## src/rtl/pci_emu_target_gen2.sv

```systemverilog
// Lane-serial host bus to 32-bit OPB bridge with ACK handshake, timeout and sticky error.
// Optional macro PCI_EMU_BURST_EN: chain accesses with OPB_ADDR auto-increment while CS stays low.
module pci_emu_target_gen2 #(
    parameter int unsigned AD_W        = 8,
    parameter int unsigned ADDR_LANES  = 3,
    parameter int unsigned DATA_LANES  = 4,
    parameter int unsigned BSEL_W      = 3,
    parameter int unsigned TIMEOUT_CYC = 255
) (
    input  logic              PCI_CLK2,
    input  logic              RESET_N,
    input  logic              CS,
    input  logic              ADDR_DATA_SEL,
    input  logic              RD_WR,
    input  logic [BSEL_W-1:0] BYTE_SEL,
    input  logic              BYTE_VLD,
    input  logic [AD_W-1:0]   AD_I,
    output logic [AD_W-1:0]   AD_O,
    output logic              AD_OE,
    output logic              RDY,
    output logic              ERR,
    input  logic [31:0]       OPB_DI,
    input  logic              OPB_ACK,
    output logic [31:0]       OPB_DO,
    output logic [31:0]       OPB_ADDR,
    output logic              OPB_RE,
    output logic              OPB_WE
);
    localparam int unsigned DW    = AD_W * DATA_LANES;
    localparam int unsigned CNT_W = (TIMEOUT_CYC > 1) ? $clog2(TIMEOUT_CYC + 1) : 1;

`ifdef PCI_EMU_BURST_EN
    localparam bit BURST_EN = 1'b1;
`else
    localparam bit BURST_EN = 1'b0;
`endif

    localparam logic [2:0] S_IDLE       = 3'd0;
    localparam logic [2:0] S_ADDR       = 3'd1;
    localparam logic [2:0] S_WR_COLLECT = 3'd2;
    localparam logic [2:0] S_WR_REQ     = 3'd3;
    localparam logic [2:0] S_RD_REQ     = 3'd4;
    localparam logic [2:0] S_RD_HOLD    = 3'd5;
    localparam logic [2:0] S_DONE       = 3'd6;

    logic [2:0]                      state_q, state_d;
    logic [ADDR_LANES-1:0][AD_W-1:0] addr_lane_q, addr_lane_d;
    logic [DATA_LANES-1:0][AD_W-1:0] wr_lane_q, wr_lane_d;
    logic [DATA_LANES-1:0][AD_W-1:0] rd_buf_q, rd_buf_d;
    logic [CNT_W-1:0]                tmo_cnt_q, tmo_cnt_d;
    logic [31:0]                     opb_addr_q, opb_addr_d;
    logic [31:0]                     opb_do_q, opb_do_d;
    logic                            re_q, re_d;
    logic                            we_q, we_d;
    logic [AD_W-1:0]                 ad_o_q, ad_o_d;
    logic                            ad_oe_q, ad_oe_d;
    logic                            rdy_q, rdy_d;
    logic                            err_q, err_d;
    logic                            tmo_hit_c;
    logic                            last_lane_c;

    // Timeout fires on the cycle the wait counter would reach TIMEOUT_CYC.
    assign tmo_hit_c   = (TIMEOUT_CYC != 0) && ((32'(tmo_cnt_q) + 32'd1) == TIMEOUT_CYC);
    assign last_lane_c = BYTE_VLD && (BYTE_SEL == BSEL_W'(DATA_LANES - 1));

    always_ff @(posedge PCI_CLK2) begin
        if (!RESET_N) begin
            state_q     <= S_IDLE;
            addr_lane_q <= '0;
            wr_lane_q   <= '0;
            rd_buf_q    <= '0;
            tmo_cnt_q   <= '0;
            opb_addr_q  <= '0;
            opb_do_q    <= '0;
            re_q        <= 1'b0;
            we_q        <= 1'b0;
            ad_o_q      <= '0;
            ad_oe_q     <= 1'b0;
            rdy_q       <= 1'b0;
            err_q       <= 1'b0;
        end else begin
            state_q     <= state_d;
            addr_lane_q <= addr_lane_d;
            wr_lane_q   <= wr_lane_d;
            rd_buf_q    <= rd_buf_d;
            tmo_cnt_q   <= tmo_cnt_d;
            opb_addr_q  <= opb_addr_d;
            opb_do_q    <= opb_do_d;
            re_q        <= re_d;
            we_q        <= we_d;
            ad_o_q      <= ad_o_d;
            ad_oe_q     <= ad_oe_d;
            rdy_q       <= rdy_d;
            err_q       <= err_d;
        end
    end

    always_comb begin
        state_d     = state_q;
        addr_lane_d = addr_lane_q;
        wr_lane_d   = wr_lane_q;
        rd_buf_d    = rd_buf_q;
        tmo_cnt_d   = tmo_cnt_q;
        opb_addr_d  = opb_addr_q;
        opb_do_d    = opb_do_q;
        re_d        = 1'b0;
        we_d        = 1'b0;
        ad_o_d      = ad_o_q;
        ad_oe_d     = 1'b0;
        rdy_d       = 1'b0;
        err_d       = err_q;

        if (CS) begin
            // Deselect abandons whatever is in flight, including a pending OPB request.
            state_d = S_IDLE;
            err_d   = 1'b0;
        end else begin
            case (state_q)
                S_IDLE: state_d = S_ADDR;

                S_ADDR: begin
                    if (ADDR_DATA_SEL) begin
                        // Direction is taken from RD_WR here and carried by the state thereafter.
                        opb_addr_d = 32'(addr_lane_q);
                        tmo_cnt_d  = '0;
                        if (RD_WR) begin
                            state_d = S_RD_REQ;
                            re_d    = 1'b1;
                        end else begin
                            state_d = S_WR_COLLECT;
                        end
                    end else if (BYTE_VLD) begin
                        for (int i = 0; i < int'(ADDR_LANES); i++) begin
                            if (BYTE_SEL == BSEL_W'(i)) addr_lane_d[i] = AD_I;
                        end
                    end
                end

                S_WR_COLLECT: begin
                    if (BYTE_VLD) begin
                        for (int i = 0; i < int'(DATA_LANES); i++) begin
                            if (BYTE_SEL == BSEL_W'(i)) wr_lane_d[i] = AD_I;
                        end
                    end
                    if (last_lane_c) begin
                        opb_do_d  = 32'(wr_lane_d);
                        we_d      = 1'b1;
                        tmo_cnt_d = '0;
                        state_d   = S_WR_REQ;
                    end
                end

                S_WR_REQ: begin
                    tmo_cnt_d = tmo_cnt_q + CNT_W'(1);
                    if (OPB_ACK || tmo_hit_c) begin
                        if (!OPB_ACK) err_d = 1'b1;
                        if (BURST_EN) begin
                            opb_addr_d = opb_addr_q + 32'(DATA_LANES);
                            state_d    = S_WR_COLLECT;
                        end else begin
                            state_d = S_DONE;
                        end
                    end else begin
                        we_d = 1'b1;
                    end
                end

                S_RD_REQ: begin
                    tmo_cnt_d = tmo_cnt_q + CNT_W'(1);
                    if (OPB_ACK) begin
                        rd_buf_d = DW'(OPB_DI);
                        rdy_d    = 1'b1;
                        state_d  = S_RD_HOLD;
                    end else if (tmo_hit_c) begin
                        rd_buf_d = '1;
                        err_d    = 1'b1;
                        rdy_d    = 1'b1;
                        state_d  = S_RD_HOLD;
                    end else begin
                        re_d = 1'b1;
                    end
                end

                S_RD_HOLD: begin
                    rdy_d = 1'b1;
                    if (ADDR_DATA_SEL) begin
                        ad_oe_d = 1'b1;
                        ad_o_d  = '0;
                        for (int i = 0; i < int'(DATA_LANES); i++) begin
                            if (BYTE_SEL == BSEL_W'(i)) ad_o_d = rd_buf_q[i];
                        end
                    end
                    // Last lane still drives AD_O for one cycle while the read retires.
                    if (last_lane_c) begin
                        rdy_d = 1'b0;
                        if (BURST_EN) begin
                            opb_addr_d = opb_addr_q + 32'(DATA_LANES);
                            tmo_cnt_d  = '0;
                            re_d       = 1'b1;
                            state_d    = S_RD_REQ;
                        end else begin
                            state_d = S_DONE;
                        end
                    end
                end

                S_DONE: state_d = S_DONE;

                default: state_d = S_IDLE;
            endcase
        end
    end

    assign AD_O     = ad_o_q;
    assign AD_OE    = ad_oe_q;
    assign RDY      = rdy_q;
    assign ERR      = err_q;
    assign OPB_DO   = opb_do_q;
    assign OPB_ADDR = opb_addr_q;
    assign OPB_RE   = re_q;
    assign OPB_WE   = we_q;

endmodule
```

## config.mk

```make
export PLATFORM = sky130hd
export DESIGN_NAME = pci_emu_target_gen2
export DESIGN_NICKNAME = d
export VERILOG_FILES = /design/src/rtl/pci_emu_target_gen2.sv
export SDC_FILE = /design/constraint.sdc
export NUM_CORES = 1
export LEC_CHECK = 0
export ABC_AREA = 1
export BUFFER_PORTS_ARGS = -buffer_cell sky130_fd_sc_hd__buf_4
export CAP_MARGIN = 20
export CELL_PAD_IN_SITES_DETAIL_PLACEMENT = 0
export CELL_PAD_IN_SITES_GLOBAL_PLACEMENT = 1
export CORE_ASPECT_RATIO = 1.5
export CORE_MARGIN = 8
export CORE_UTILIZATION = 36
export DETAILED_ROUTE_END_ITERATION = 16
export MAX_ROUTING_LAYER = met4
export PLACE_DENSITY_LB_ADDON = 0.25
export SETUP_SLACK_MARGIN = 0.1
export SLEW_MARGIN = 20
export SYNTH_ARGS = -nofsm -noshare
export SYNTH_HDL_FRONTEND = slang
export SYNTH_SLANG_ARGS = --single-unit
```

## constraint.sdc

```tcl
create_clock -name PCI_CLK2 -period 1.7 [get_ports PCI_CLK2]
set_input_delay 0.085 -clock PCI_CLK2 [delete_from_list [all_inputs] [get_ports PCI_CLK2]]
set_output_delay 0.085 -clock PCI_CLK2 [all_outputs]
set_load 0.05 [all_outputs]
```

# --- After elaboration in Yosys (flattened, before gate mapping) ---
# Cells that the tools add are included.
totals:
  in_bits: 50
  regBits: 168
  out_inout_bits: 77
  wordCells: 106
classes:
  eq_ne: 18
  n_mux: 40
  n_reduce_logical: 21
  addsub: 2
  bitwise_logic: 4
ops:
  columns: ["op", "n"]
  rows:
  - ["32-bit two-way mux", 3]
  - ["8-bit two-way mux", 10]
  - ["5-bit AND reduction", 5]
  - ["8-bit one-hot mux with 3 select lines", 1]
  - ["3-bit two-way mux", 7]
  - ["3-bit one-hot mux with 7 select lines", 1]
  - ["1-bit two-way mux", 14]
  - ["2-bit != test (second input constant)", 7]
  - ["3-bit by 2-bit equality test with 1-bit output (second input constant)", 4]
  - ["3-bit AND reduction", 4]
  - ["8-bit by 1-bit adder with 9-bit output (second input constant)", 1]
  - ["3-bit equality test (second input constant)", 3]
  - ["9-bit by 8-bit equality test with 1-bit output (second input constant)", 1]
  - ["8-bit by 1-bit adder with 8-bit output (second input constant)", 1]
  - ["1-bit one-hot mux with 2 select lines", 4]
  - ["3-bit by 1-bit equality test with 1-bit output (second input constant)", 2]
  - ["3-bit zero test", 2]
  - ["1-bit NOT", 4]
  - ["4-bit AND reduction", 1]
  - ["2-bit nonzero test", 2]
  - ["2-bit OR reduction", 2]
  - ["3-bit != test (second input constant)", 1]
  - ["3-bit nonzero test", 1]
  - ["3-bit OR reduction", 1]
  - ["other kinds (3)", 3]

# --- Longest topological paths before layout ---
logic_depth:
  ltp_word: 5
  depth_mapped: 13
  mapped_depth_nobuf: 13

# --- Least setup slack after synthesis ---
# No wires, ideal clock.
synth_timing:
  path_type: "flip-flop to flip-flop"
  startpoint: "reg tmo_cnt_q[1]"
  endpoint: "reg rd_buf_q[10] (netlist name)"
  setup_slack_ns: 0.089
  path_stages_with_launch: 11
  period_less_slack_ns: 1.611
  n_path_buf: 1
  required_ns: 1.630
  arrival_ns: 1.541
  setup_time_ns: 0.070
  cell_sequence: "dfxtp_1 ha_1 nand3_1 o21bai_1 nand2_1 nor2_1 nand2_1 nand2_1 nand3_2 buf_6 a21oi_1"
synth_via:
  elab_chain_len: 4
synth_lines:
  columns: ["element", "line", "text"]
  rows:
  - ["start, declared", "50", "logic [CNT_W-1:0] tmo_cnt_q, tmo_cnt_d;"]
  - ["start signal, assigned", "86", "tmo_cnt_q <= tmo_cnt_d;"]
  - ["8-bit by 1-bit adder with 9-bit output", "63", "assign tmo_hit_c = (TIMEOUT_CYC != 0) && ((32'(tmo_cnt_q) + 32'd1) == TIMEOUT_CYC);"]
  - ["9-bit by 8-bit equality test with 1-bit output", "63", null]
  - ["2-bit nonzero test (no source line)", null, null]
  - ["3-bit AND reduction (no source line)", null, null]
  - ["end signal, assigned", "85", "rd_buf_q <= rd_buf_d;"]
  - ["end, declared", "49", "logic [DATA_LANES-1:0][AD_W-1:0] rd_buf_q, rd_buf_d;"]
# No other way between the ends.
# A chain may end at the register's enable or synchronous reset.

# --- Worst setup path after layout ---
layout_timing:
  startpoint: "reg tmo_cnt_q[1]"
  endpoint: "reg rd_buf_q[27] (netlist name)"
# Same word-level chain as after synthesis.

==> flow_summary.json <==
{
  "status": "finished with violations",
  "violations": "hold timing, setup timing",
  "finalCritPeriodShare_pct": 101,
  "finalHoldViolations": 1,
  "numCtsBuffers": 17,
  "syn-mean-instance-area_um2": 7.71,
  "drtIter0Drc": 230,
  "clk_pin_slew_ns": 0.07,
  "insertion_delay_ns": 0.43,
  "start_util_pct": 36.3,
  "htreeDepth": 4,
  "reg2reg_from": "tmo_cnt_q[1]",
  "cts_root_buffer": "clkbuf_16",
  "diodes": 0,
  "cp-end-kind": "flop",
  "dieArea_mm2": 0.0231,
  "grt_max_degree": 49,
  "syn2layout_area_growth_pct": 38.4,
  "cp-start-kind": "flop",
  "final_common_cell": "dfxtp_1",
  "dp_hpwl_um": 14100,
  "cp.required_ns": 2.07,
  "min_from": "AD_I[1]",
  "grt_pass1_vias": 6168,
  "die_w_um": 127,
  "hold_end": "OPB_DO[25]",
  "worst-path-max-fanout": 8,
  "slew_viol_final": 0,
  "ir_worst_vdd_v": 0.000592,
  "core_mm2": 0.0183,
  "setup_viol": 4,
  "cts_tree": "yes",
  "drive_gt1_share_pct": 25.3,
  "hp-class": "primary input to flop",
  "drcViolationCount": 0,
  "num_io_pins": 127,
  "min_period_ns": 1.71,
  "preCtsSetupSlack_ns": 0.0102,
  "p_total_mw": 8.42,
  "n_fill_cell": 1857,
  "numClockSinks": 160,
  "critPathSlowestCell": "dfxtp_4",
  "r2r_slack_ns": -0.01,
  "crit_type": "flop to flop",
  "clock_skew_ns": 0.0124,
  "vias_per_cell": 4.96,
  "worst_hold_slack_ns": -0.000102,
  "gp_congestion": 0.801,
  "rows": 61,
  "grt_usage_pct": 17.9,
  "crit_family": "simple AND/OR/NAND/NOR gates",
  "synth_cell_type_count": 27,
  "fp.dieH_um": 182,
  "ant_nets": 0,
  "synth.cell_area_mm2": 0.00664,
  "clk_path_buf_depth": 2,
  "drv_cap": 0,
  "r2r_end": "rd_buf_q[27]",
  "yosysWarnings": 0,
  "fmax_ghz": 0.585,
  "totalWireLength_um": 20500,
  "rsz0062_at_grt": "yes",
  "critPathBufInv": 1,
  "power_density_mw_per_mm2": 916,
  "antenna_found_initial": 0,
  "fin_nets": 1069,
  "grt-ovfl-total": 0,
  "rr_worst_depth": 11,
  "drt-pass1-iter-count": 4,
  "synth_seq_cells": 160,
  "worst_slack_ns": -0.0107,
  "grt_pass1_wl_um": 32300,
  "critical_path_arrival_ns": 2.08,
  "num_vias": 6196,
  "synth-seq-area-share_pct": 48.2,
  "layout_common_cells": "dfxtp_1, buf_4, a21oi_1, inv_1, nand2_1",
  "p_leak_nw": 3.54,
  "whs_path_depth": 3,
  "cp_cell_sequence": "ha_4 > nand3_1 > nand2_1 > nand2_2 > nand3_1 > nor2_1 > nand2_1 > nand2_2 > nand3_4 > clkbuf_16 > a21oi_4",
  "post-route-util_pct": 50.2,
  "wl_per_cell_um": 16.4,
  "synthCells": 862,
  "max_stage_delay_ns": 0.37,
  "portBuffers": 118
}
-- state kept, by name, indices dropped and copies added, names as in the netlist --
signal and count:
AD_O 8, AD_OE 1, ERR 1, OPB_ADDR 24, OPB_DO 32, OPB_RE 1, OPB_WE 1, RDY 1
addr_lane_q 24, rd_buf_q 32, state_q 3, tmo_cnt_q 8, wr_lane_q 24
-- cells in the mapped netlist (all sizes together) --
cell type	instances	area, µm²
a21oi	120	601
nand2	120	450
a221oi	24	210
dfxtp	160	3200
conb	1	3.75
nand3	20	110
o21a	24	180
clkbuf	40	150
o21bai	2	15.0
nor3	1	5.00
or4	32	240
nand4	4	25.0
ha	2	25.0
o22ai	8	50.1
a211oi	24	180
inv	118	443
buf	20	134
o21ai	45	225
nor2	97	392
-- area by class of cell --
class	instances	area [µm²]	area share, %
Tap cell	220	275	2.99
Multi-Input combinational cell	531	3040	33.1
Inverter	118	443	4.82
Clock inverter	13	181	1.97
Clock buffer	17	425	4.63
Sequential cell	160	3220	35.0
Timing Repair Buffer	189	1610	17.5
-- worst max path at each step --
stage / start / end / slack, ns / depth (start not counted)
after floorplan: tmo_cnt_q[0] / rd_buf_q[0] / 0.13 / 10
after global placement: state_q[1] / tmo_cnt_q[5] / 0.05 / 9
after detailed placement: tmo_cnt_q[0] / state_q[0] / 0.01 / 13
after CTS: tmo_cnt_q[1] / state_q[0] / 0.08 / 12
after global routing: tmo_cnt_q[1] / rd_buf_q[8] / -0.16 / 12
final: tmo_cnt_q[1] / rd_buf_q[27] / -0.01 / 11
-- cell families (layout without fill, tap and decap cells) --
| group | Yosys count | in the layout | synth area share (%) |
|---|---|---|---|
| AND/OR/NAND/NOR | 274 | 274 | 18.4 |
| AO/OA/AOI/OAI | 247 | 247 | 22.0 |
| buffers and inverters | 178 | 337 | 10.9 |
| flip-flops | 160 | 160 | 48.2 |
| adder cells (fa/ha/maj) | 2 | 2 | 0.377 |
| other | 1 | 8 | 0.0565 |
-- worst register-to-register path: stages, from the launching register on --
cell and delay, ns:
dfxtp_4 0.37, ha_4 0.18, nand3_1 0.09, nand2_1 0.06, nand2_2 0.08, nand3_1 0.07, nor2_1 0.11, nand2_1 0.12
nand2_2 0.11, nand3_4 0.13, clkbuf_16 0.21, a21oi_4 0.13
-- power by group --
part | internal [mW] | total, mW | switching, mW
registers | 3.78 | 3.80 | 0.0191
clock network | 2.33 | 3.97 | 1.64
logic | 0.233 | 0.647 | 0.414
total | 6.34 | 8.42 | 2.08
-- per-stage QoR --
step	cells	TNS (ns)	instance area (µm²)
6_report	1248	-0.0148	9190
5_1_grt	1248	-4.83	9190
4_1_cts	1242	0	8830
3_5_place_dp	1185	0	7920
3_3_place_gp	1185	0	7920
2_1_floorplan	869	0	6670
-- metal layers --
layer / track usage [%] / vias up / share of wire (%) / routed length, µm
li1: - / 3158 / - / -
met1: 20.0 / 2876 / 43 / 8810
met2: 30.6 / 133 / 51 / 10400
met3: 3.65 / 29 / 3.7 / 748
met4: 7.12 / 0 / 2.4 / 496
met5: - / - / 0 / 0
-- what timing repair did --
item                                    4_1_cts  5_1_grt
pin swaps                                     0       10
setup buffers                                 0        4
gates cloned                                  0        2
hold buffers                                 27        0
endpoints found under the setup margin       49      108
endpoints found under the hold margin        27        0
resized for setup                             8       66
Note: power is estimated with default switching activity, not from simulation.
